File: src/rtl/imem_pkg.sv
// imem_pkg: types and constants shared by the instruction-memory loader,
// the instruction memory and the PC logic.
package imem_pkg;

    localparam int unsigned WORD_W   = 32;
    localparam logic [31:0] RESET_PC = 32'h8000_0000;

    typedef enum logic [2:0] {
        ST_LEN,
        ST_DATA,
        ST_CSUM,
        ST_DONE,
        ST_ERR
    } state_t;

endpackage

File: src/rtl/imem_loader_byte_packer.sv
// byte_packer: assembles four accepted bytes, LSB first, into a 32-bit word.
// word_valid is a combinational pulse in the cycle the fourth byte is
// accepted; word is valid in that same cycle.
module byte_packer
    import imem_pkg::*;
(
    input  logic              clk,
    input  logic              rst,
    input  logic              clear,
    input  logic              byte_valid,
    input  logic [7:0]        byte_data,
    output logic              word_valid,
    output logic [WORD_W-1:0] word
);

    logic [1:0]  count;
    logic [23:0] low_bytes;

    // Count accepted bytes and shift them in from the top so the first byte ends in [7:0].
    always_ff @(posedge clk or posedge rst) begin
        if (rst) begin
            count     <= '0;
            low_bytes <= '0;
        end else if (clear) begin
            count     <= '0;
            low_bytes <= '0;
        end else if (byte_valid) begin
            count     <= count + 2'd1;
            low_bytes <= {byte_data, low_bytes[23:8]};
        end
    end

    // The fourth byte completes the word directly without waiting for the register.
    always_comb begin
        word_valid = byte_valid && (count == 2'd3);
        word       = {byte_data, low_bytes};
    end

endmodule

File: src/rtl/imem_loader.sv
// imem_loader: boot-time writer for the instruction memory. Receives a 4-byte
// word count followed by little-endian instruction words and writes them from
// BASE_ADDR upwards, holding the core in reset until the load completes.
// Optional feature: define IMEM_LOADER_CHECKSUM_EN to require a trailing
// 32-bit wrapping-sum checksum word before declaring success.
module imem_loader
    import imem_pkg::*;
#(
    parameter int unsigned WIDTH     = 32,
    parameter int unsigned DEPTH     = 3000,
    parameter logic [31:0] BASE_ADDR = RESET_PC
) (
    input  logic             clk,
    input  logic             rst,
    input  logic             start,
    input  logic             rx_valid,
    input  logic [7:0]       rx_data,
    output logic             rx_ready,
    output logic             mem_we,
    output logic [WIDTH-1:0] mem_addr,
    output logic [31:0]      mem_wdata,
    output logic             cpu_hold,
    output logic             busy,
    output logic             done,
    output logic             error
);

    localparam logic [WIDTH-1:0] BASE = WIDTH'(BASE_ADDR);

    state_t      state;
    state_t      state_next;
    logic        packer_clear;
    logic        byte_take;
    logic        word_valid;
    logic [31:0] word;
    logic [31:0] len;
    logic [31:0] idx;
    logic        last_word;
`ifdef IMEM_LOADER_CHECKSUM_EN
    logic [31:0] sum;
`endif

    assign rx_ready  = !rst && (state == ST_LEN || state == ST_DATA || state == ST_CSUM);
    assign byte_take = rx_valid && rx_ready;
    assign last_word = (idx == len - 32'd1);

    byte_packer u_packer (
        .clk        (clk),
        .rst        (rst),
        .clear      (packer_clear),
        .byte_valid (byte_take),
        .byte_data  (rx_data),
        .word_valid (word_valid),
        .word       (word)
    );

    // State register.
    always_ff @(posedge clk or posedge rst) begin
        if (rst) begin
            state <= ST_LEN;
        end else begin
            state <= state_next;
        end
    end

    // Next-state decode on completed words and re-arm requests.
    always_comb begin
        state_next   = state;
        packer_clear = 1'b0;
        case (state)
            ST_LEN: begin
                if (word_valid) begin
                    if (word == 32'd0) begin
`ifdef IMEM_LOADER_CHECKSUM_EN
                        state_next = ST_CSUM;
`else
                        state_next = ST_DONE;
`endif
                    end else if (word > DEPTH) begin
                        state_next = ST_ERR;
                    end else begin
                        state_next = ST_DATA;
                    end
                end
            end
            ST_DATA: begin
                if (word_valid && last_word) begin
`ifdef IMEM_LOADER_CHECKSUM_EN
                    state_next = ST_CSUM;
`else
                    state_next = ST_DONE;
`endif
                end
            end
`ifdef IMEM_LOADER_CHECKSUM_EN
            ST_CSUM: begin
                if (word_valid) begin
                    state_next = (word == sum) ? ST_DONE : ST_ERR;
                end
            end
`endif
            ST_DONE, ST_ERR: begin
                if (start) begin
                    state_next   = ST_LEN;
                    packer_clear = 1'b1;
                end
            end
            default: state_next = ST_LEN;
        endcase
    end

    // Registered outputs follow the next state so status flags line up with the final write.
    always_ff @(posedge clk or posedge rst) begin
        if (rst) begin
            len       <= '0;
            idx       <= '0;
            mem_we    <= 1'b0;
            mem_addr  <= BASE;
            mem_wdata <= '0;
            cpu_hold  <= 1'b1;
            busy      <= 1'b0;
            done      <= 1'b0;
            error     <= 1'b0;
`ifdef IMEM_LOADER_CHECKSUM_EN
            sum       <= '0;
`endif
        end else begin
            mem_we   <= 1'b0;
            cpu_hold <= (state_next != ST_DONE);
            busy     <= (state_next == ST_DATA) || (state_next == ST_CSUM);
            done     <= (state_next == ST_DONE);
            error    <= (state_next == ST_ERR);
            if (state == ST_LEN && word_valid) begin
                len <= word;
                idx <= '0;
            end
            if (state == ST_DATA && word_valid) begin
                mem_we    <= 1'b1;
                mem_addr  <= BASE + WIDTH'(idx << 2);
                mem_wdata <= word;
                idx       <= idx + 32'd1;
`ifdef IMEM_LOADER_CHECKSUM_EN
                sum       <= sum + word;
`endif
            end
            if (packer_clear) begin
                idx <= '0;
`ifdef IMEM_LOADER_CHECKSUM_EN
                sum <= '0;
`endif
            end
        end
    end

endmodule

File: config.mk
export PLATFORM = sky130hd
export DESIGN_NAME = imem_loader
export DESIGN_NICKNAME = d
export VERILOG_FILES = /design/src/rtl/imem_pkg.sv /design/src/rtl/imem_loader_byte_packer.sv /design/src/rtl/imem_loader.sv
export SDC_FILE = /design/constraint.sdc
export NUM_CORES = 1
export LEC_CHECK = 0
export ABC_AREA = 1
export ABC_CLOCK_PERIOD_IN_PS = 8600
export BUFFER_PORTS_ARGS = -buffer_cell sky130_fd_sc_hd__buf_2
export CAP_MARGIN = 20
export CORE_MARGIN = 5
export CORE_UTILIZATION = 43
export CTS_BUF_LIST = sky130_fd_sc_hd__clkbuf_4
export DETAILED_ROUTE_END_ITERATION = 8
export GPL_TIMING_DRIVEN = 0
export PLACE_DENSITY = 0.7
export SYNTH_ARGS = -nofsm -noshare
export SYNTH_HDL_FRONTEND = slang
export SYNTH_SLANG_ARGS = --single-unit
File: constraint.sdc
create_clock -name clk -period 8.6 [get_ports clk]
set_input_delay 0.43 -clock clk [delete_from_list [all_inputs] [get_ports clk]]
set_output_delay 0.43 -clock clk [all_outputs]
set_load 0.02 [all_outputs]
==> flow_metrics.env, run 1 <==
export IMPL_run_status="finished, final reports clean"
export IMPL_cts_root_buf="clkbuf_4"
export IMPL_ys_warn_count=0
export IMPL_hpwl_mm=16.80
export IMPL_synthCells=1020
export IMPL_async_flop_share=1.000
export IMPL_wire_per_inst_um=16.05
export IMPL_reg2reg_from="state[2]$_DFF_PP0_"
export IMPL_port_buffers=79
export IMPL_netSwitchingFraction=0.4621
export IMPL_layout_commonest_cell="nand2_1"
export IMPL_cts_sinks=160
export IMPL_wl_mm=21.99
export IMPL_finClkSkew_ps=24.08
export IMPL_coreArea_um2=18710
export IMPL_numCtsBuffers=17
export IMPL_hold_violations=0
export IMPL_slew_headroom=0.4763
export IMPL_hold_depth=3
export IMPL_grt_pass1_vias=6901
export IMPL_worstPathArrival_ps=3640
export IMPL_cp_slowest_cell="dlygate4sd3_1"
export IMPL_period_needed_ps=3186
export IMPL_cap_violations=0
export IMPL_initial_utilization=0.4369
export IMPL_ant_nets=0
export IMPL_io_pins=82
export IMPL_antenna_found_initial=1
export IMPL_synth_edf_count=0
export IMPL_gp_congestion=0.9542
export IMPL_crit_chain="dlygate4sd3_1 -> buf_2 -> inv_6 -> buf_16 -> nand4_1 -> nor3_4 -> inv_2 -> buf_2 -> clkbuf_1 -> nand2_1 -> o21ai_0"
export IMPL_drive_gt1_frac=0.1552
export IMPL_hold_class="input pin to flip-flop"
export IMPL_synth_ff_type="dfrtp_1"
export IMPL_ff2ff_path_depth=8
export IMPL_final_cell_mix="267 x nand2_1, 158 x dfrtp_1, 107 x o21ai_0"
export IMPL_p_total_uw=3087
export IMPL_setup_tns_final_ps=0
export IMPL_synth_top_area_cell="dfrtp_1"
export IMPL_cp_common_cell="buf_2"
export IMPL_p_comb_frac=0.444
export IMPL_syn_area_um2=8172
export IMPL_ys_top_cells_by_area="dfrtp_1 48%, nand2_1 12%, o21ai_0 6.6%"
export IMPL_yosys_cell_types_count=42
export IMPL_min_to="u_packer.count[1]$_DFFE_PP0P_"
export IMPL_min_from="rx_valid"
export IMPL_drtPass1Iterations=5
export IMPL_ys_seq_area_frac=0.4903
export IMPL_reg2reg_slack_ps=6290
export IMPL_fin_crit_sh=0.3704
export IMPL_r2r_end="mem_wdata[30]$_DFFE_PP0P_"
export IMPL_die_y_um=147.9
export IMPL_fmax_mhz=313.9
export IMPL_postCtsSetupBuffers=0
export IMPL_max_stage_delay_ps=520
export IMPL_syn_to_final_growth_pct=12.85
export IMPL_postLayoutCoreUtil=0.4930
export IMPL_tightest_slew_ps=785.5
export IMPL_clockPowerShare=0.160
export IMPL_power_density_nw_per_um2=334.7
export IMPL_drc=0
export IMPL_rsz0062_at_grt="no"
export IMPL_leakagePower_uw=0.004494
export IMPL_clockBufferDepth=2
export IMPL_grt_overflow_total=0
export IMPL_crit_path_end_kind="flip-flop"
export IMPL_fin_cells=1370
export IMPL_synth_seq_cells=160
export IMPL_seq_power_share=0.395
export IMPL_setup_slack_ps=5414
export IMPL_num_vias=7111
export IMPL_cts_tree="built"
export IMPL_clkTransAtPathRegs_ps=150
export IMPL_startpoint_type="input pin"
export IMPL_die_w_um=147.9
export IMPL_setup_viol_count_final=0
export IMPL_switchingPower_uw=1426
export IMPL_critPathRequiredTime_ps=9050
export IMPL_critPathKind="input pin to flip-flop"
export IMPL_internal_power_uw=1660
export IMPL_place_inst=1335
export IMPL_synth_area_per_cell_um2=8.011
export IMPL_grt_start_max_net_pins=97
export IMPL_row_count=50
export IMPL_pre_cts_slack_ps=5218
export IMPL_viasPerCell=5.191
export IMPL_insertion_delay_ps=600
export IMPL_grt_use_total=0.2071
export IMPL_h_tree_depth=4
export IMPL_synth_top_area_frac=0.4838
export IMPL_path_max_fanout=96
export IMPL_ir_drop_mv=0.1718
export IMPL_grt_pass1_wl_mm=36.02
export IMPL_nets=1136
export IMPL_die_area_um2=21860
export IMPL_drtIter0Drc=658
export IMPL_drv_slew=0
critical path, delay by kind of cell:
kind | cells | cell delay, ps
buffers and inverters | 7 | 2210
and+or+nand+nor | 3 | 870
AOI/OAI and AO/OA | 1 | 100
synthesized netlist by cell type, types with 2 or more instances:
library cell / count
nor3_1: 15
a32o_1: 3
a21oi_1: 6
inv_1: 105
nand2_4: 2
inv_2: 9
nand3b_1: 3
xor2_1: 32
nor2_1: 90
o21ai_1: 15
nor4_1: 8
ha_1: 3
buf_2: 10
clkbuf_1: 25
o21ai_0: 107
nand3_2: 5
nor3_4: 2
xnor2_1: 11
nand2_2: 8
nor2_4: 7
nor3_2: 3
dfrtp_1: 158
o21bai_1: 3
nand3_1: 39
o32ai_1: 2
o22ai_1: 31
nand2_1: 267
buf_4: 2
nand4_1: 23
or2_2: 2
dfstp_2: 2
nor2_2: 12
per-stage QoR:
step,cell area (µm²),hold WS [ps]
5_1_grt,9221,61.82
3_3_place_gp,8864,456.8
2_1_floorplan,8175,467.2
3_5_place_dp,8896,466.7
4_1_cts,9216,48.57
6_report,9221,79.53
worst max path at each step:
stage,start,endpoint,slack [ps],depth (start not counted)
6_report,rst,mem_wdata[30]$_DFFE_PP0P_,5410,11
5_1_grt,rst,mem_wdata[30]$_DFFE_PP0P_,5050,11
4_1_cts,rst,mem_wdata[30]$_DFFE_PP0P_,5310,11
3_5_place_dp,rst,mem_addr[4]$_DFFE_PP0P_,5220,10
3_3_place_gp,rst,mem_addr[5]$_DFFE_PP0P_,910,9
2_1_floorplan,rst,busy$_DFF_PP0_,3030,10
state kept, by name, summed over array words and instances (netlist names), 2 cells and up:
register / cells
mem_wdata: 32
mem_addr: 30
u_packer.count: 2
state: 3
idx: 32
len: 32
u_packer.low_bytes: 24
power by group through the flow:
stage | Sequential (µW) | Clock, µW | Combinational, µW
final | 1220 | 495 | 1370
after global routing | 1260 | 537 | 1550
after CTS | 1220 | 504 | 1370
after detailed placement | 1230 | 0 | 1370
after global placement | 1220 | 0 | 1340
after floorplan | 1270 | 0 | 934
routing by layer:
metal / wire (µm) / share of wire / vias to the layer above / global-route usage
li1: - / - / 3516 / -
met2: 10360 / 0.47 / 204 / 0.3391
met1: 10120 / 0.46 / 3368 / 0.2843
met4: 308 / 0.014 / 0 / 0.05589
met5: 0 / 0 / - / 0
met3: 1198 / 0.054 / 23 / 0.03924
logic make-up (layout without fill, tap and decap cells):
family,count (synthesis),in the layout,share of synthesized area
compound gates,172,172,0.1156
xor+xnor,43,43,0.04609
other cells,1,4,0.0004589
flops,160,160,0.4903
simple gates,489,489,0.2707
fa+ha+maj,3,3,0.004594
buf+inv,152,265,0.07227
cell type report:
class / instances / area (µm²)
Fill cell: 1841 / 9484
Tap cell: 234 / 292.8
Clock inverter: 15 / 182.7
Inverter: 114 / 432.9
Buffer: 38 / 162.7
Clock buffer: 17 / 127.6
Antenna cell: 2 / 5.005
Multi-Input combinational cell: 709 / 3578
Sequential cell: 160 / 4006
Timing Repair Buffer: 81 / 432.9
repair_timing:
action / 4_1_cts / 5_1_grt
hold buffers: 1 / 0
gates resized for setup: 0 / 0
hold endpoints to repair: 63 / 0
Note: power is estimated with default switching activity, not from simulation.
==> run 2: changes to the inputs <==
--- a/config.mk
+++ b/config.mk
@@ -5,8 +5,8 @@
 export SDC_FILE = /design/constraint.sdc
 export NUM_CORES = 1
 export LEC_CHECK = 0
-export ABC_AREA = 1
-export ABC_CLOCK_PERIOD_IN_PS = 8600
+export ABC_AREA = 0
+export ABC_CLOCK_PERIOD_IN_PS = 2900
 export BUFFER_PORTS_ARGS = -buffer_cell sky130_fd_sc_hd__buf_2
 export CAP_MARGIN = 20
 export CORE_MARGIN = 5
@@ -14,7 +14,7 @@
 export CTS_BUF_LIST = sky130_fd_sc_hd__clkbuf_4
 export DETAILED_ROUTE_END_ITERATION = 8
 export GPL_TIMING_DRIVEN = 0
-export PLACE_DENSITY = 0.7
+export PLACE_DENSITY = 0.73
 export SYNTH_ARGS = -nofsm -noshare
 export SYNTH_HDL_FRONTEND = slang
 export SYNTH_SLANG_ARGS = --single-unit
==> constraint.sdc (replaced) <==
create_clock -name clk -period 2.9 [get_ports clk]
set_input_delay 0.145 -clock clk [delete_from_list [all_inputs] [get_ports clk]]
set_output_delay 0.145 -clock clk [all_outputs]
set_load 0.02 [all_outputs]
==> run 2 against run 1 <==
  * Synthesized area shrank 3.6%
  * Register-to-register slack lost 6200 ps
  * Non-clock buffer count grew 39
  * Via count shrank 4.4%
  * Sequential power grew to 2.8 times the previous value
  * Critical path type is now flip-flop to flip-flop
==> flow_metrics.env, run 2 <==
export IMPL_run_status="finished, final reports clean"
export IMPL_nets=1004
export IMPL_cts_tree="built"
export IMPL_die_w_um=145.3
export IMPL_post_synth_top_count_cell="nand2_1"
export IMPL_num_vias=6795
export IMPL_crit_chain="buf_4 -> or4_1 -> o41ai_4 -> nand4_1 -> a211oi_2 -> nand4_1 -> a2111oi_4 -> buf_4 -> a21oi_1"
export IMPL_min_from="rx_valid"
export IMPL_die_area_um2=21120
export IMPL_crit_buf_inv=2
export IMPL_power_density_nw_per_um2=870.6
export IMPL_drc=0
export IMPL_grt_use_total=0.1971
export IMPL_critPathRequiredTime_ps=3380
export IMPL_clockBufferDepth=2
export IMPL_cp_slowest_cell="or4_1"
export IMPL_synth_seq_cells=160
export IMPL_hpwl_mm=14.77
export IMPL_rsz0062_at_grt="no"
export IMPL_internal_power_uw=5013
export IMPL_grt_overflow_total=0
export IMPL_drtPass1Iterations=8
export IMPL_crit_path_end_kind="flip-flop"
export IMPL_nFillCells=1697
export IMPL_ys_top_cells_by_area="dfrtp_1 50%, nand2_1 13%, mux2_2 4.6%"
export IMPL_grt_start_max_net_pins=33
export IMPL_critPathLaunch="len[16]$_DFFE_PP0P_"
export IMPL_switchingPower_uw=3084
export IMPL_top_regs="idx: 32 flops, len: 32 flops, mem_wdata: 32 flops"
export IMPL_syn_area_um2=7876
export IMPL_initial_utilization=0.4370
export IMPL_insertion_delay_ps=580
export IMPL_synthCells=867
export IMPL_h_tree_depth=4
export IMPL_cpLargestDelayFamily="simple AND/OR/NAND/NOR gates"
export IMPL_grt_pass1_wl_mm=34.14
export IMPL_clockPowerShare=0.210
export IMPL_clkTransAtPathRegs_ps=140
export IMPL_wire_per_inst_um=16.83
export IMPL_leakagePower_uw=0.004670
export IMPL_ant_nets=0
export IMPL_p_total_uw=8098
export IMPL_synth_top_area_frac=0.5020
export IMPL_finClkSkew_ps=23.22
export IMPL_layout_commonest_cell="nand2_1"
export IMPL_numCtsBuffers=17
export IMPL_fmax_mhz=359.6
export IMPL_final_cell_mix="265 x nand2_1, 157 x dfrtp_1, 81 x buf_2"
export IMPL_yosys_cell_types_count=69
export IMPL_ys_warn_count=0
export IMPL_synth_edf_count=0
export IMPL_die_y_um=145.3
export IMPL_io_pins=82
export IMPL_fin_crit_sh=0.9588
export IMPL_seq_power_share=0.415
export IMPL_slew_headroom=0.3712
export IMPL_cap_violations=0
export IMPL_num_antenna_cells=0
export IMPL_ir_drop_mv=0.4421
export IMPL_tightest_slew_ps=937.0
export IMPL_p_comb_frac=0.375
export IMPL_holdWs_ps=80.66
export IMPL_max_stage_delay_ps=690
export IMPL_drive_gt1_frac=0.1926
export IMPL_port_buffers=79
export IMPL_worstPathArrival_ps=3270
export IMPL_row_count=49
export IMPL_ff2ff_path_depth=9
export IMPL_ys_seq_area_frac=0.5087
export IMPL_gp_congestion=0.8768
export IMPL_hold_violations=0
export IMPL_syn_to_final_growth_pct=18.09
export IMPL_async_flop_share=1.000
export IMPL_drv_slew=0
export IMPL_cp_depth=9
export IMPL_grt_pass1_vias=6557
export IMPL_synth_commonest_cells="265 x nand2_1, 158 x dfrtp_1, 51 x o21ai_0"
export IMPL_synth_top_area_cell="dfrtp_1"
export IMPL_setup_viol_count_final=0
export IMPL_startpoint_type="flip-flop"
export IMPL_drtIter0Drc=530
export IMPL_period_needed_ps=2781
export IMPL_synth_area_per_cell_um2=9.085
export IMPL_viasPerCell=5.520
export IMPL_hold_class="input pin to flip-flop"
export IMPL_cts_sinks=160
export IMPL_hold_depth=4
export IMPL_netSwitchingFraction=0.3809
export IMPL_wl_mm=20.72
export IMPL_cts_root_buf="clkbuf_4"
export IMPL_antenna_found_initial=0
export IMPL_coreArea_um2=18020
export IMPL_synth_ff_type="dfrtp_1"
export IMPL_critPathKind="flip-flop to flip-flop"
export IMPL_reg2reg_from="len[16]$_DFFE_PP0P_"
export IMPL_path_max_fanout=9
==> run 2: cells by family (layout without fill, tap and decap cells) <==
logic type	after synthesis	in the layout	share of synthesized area
compound gates	122	122	0.1004
xor+xnor	40	40	0.04448
fa+ha+maj	3	3	0.004766
buf+inv	68	202	0.03622
flops	160	160	0.5087
mux	34	34	0.04829
other cells	1	2	0.0004761
simple gates	439	439	0.2567
==> run 2: worst paths after layout <==
path	to	slack [ps]
max	busy$_DFF_PP0_	120
max reg2reg	busy$_DFF_PP0_	120
min in group asynchronous	done$_DFF_PP0_	180
max in group asynchronous	mem_addr[22]$_DFFE_PP0P_	1910
min reg2reg	mem_addr[22]$_DFFE_PP0P_	480
min	u_packer.count[1]$_DFFE_PP0P_	80
==> run 2: area by class of cell <==
cell class / count / area [µm²] / share of cell area
repair buffers: 102 / 668.1 / 0.07183
multi-input cells: 640 / 3665 / 0.3940
clock inverters: 12 / 230.2 / 0.02475
clock buffers: 20 / 150.1 / 0.01614
flip-flops and latches: 160 / 4008 / 0.4309
inverters: 12 / 48.80 / 0.005246
well taps: 229 / 286.5 / 0.03080
plain buffers: 56 / 245.2 / 0.02637
==> run 2: power groups by stage <==
stage               clock network [µW]  logic, µW  registers [µW]
finish                            1700       3040            3360
global route                      1840       3320            3440
CTS                               1740       2830            3330
detailed placement                   0       2780            3370
global placement                     0       2700            3360
floorplan                            0       1900            3460
==> run 2: routing by layer <==
layer / global-route usage / wire [µm]
met1: 0.2710 / 9132
met2: 0.3139 / 9750
met3: 0.03831 / 1313
met4: 0.06810 / 518
met5: 0 / 0
==> run 2: metrics by stage <==
| stage | utilization | setup slack, ps | instance area (µm²) | setup TNS, ps | instances |
|---|---|---|---|---|---|
| floorplan | - | 273.1 | 7884 | 0 | 868 |
| global placement | 0.4752 | -329.9 | 8566 | -50810 | 1176 |
| detailed placement | 0.4808 | -163.3 | 8666 | -1930 | 1181 |
| CTS | 0.5098 | 51.70 | 9189 | 0 | 1226 |
| global route | 0.5160 | 0.6912 | 9301 | 0 | 1231 |
| finish | 0.5160 | 119.4 | 9301 | 0 | 1231 |
==> run 2: tightest hold or removal path, stage by stage <==
cell	delay, ps
buf_2	100
nand2_1	200
nand3_1	160
nand2_1	50
==> run 2: timing repair <==
action,in CTS,in global routing
gates resized for setup,3,13
hold buffers,10,0
pin swaps,2,5
endpoints found under the hold margin,105,0
endpoints found under the setup margin,34,23
setup buffers,3,5
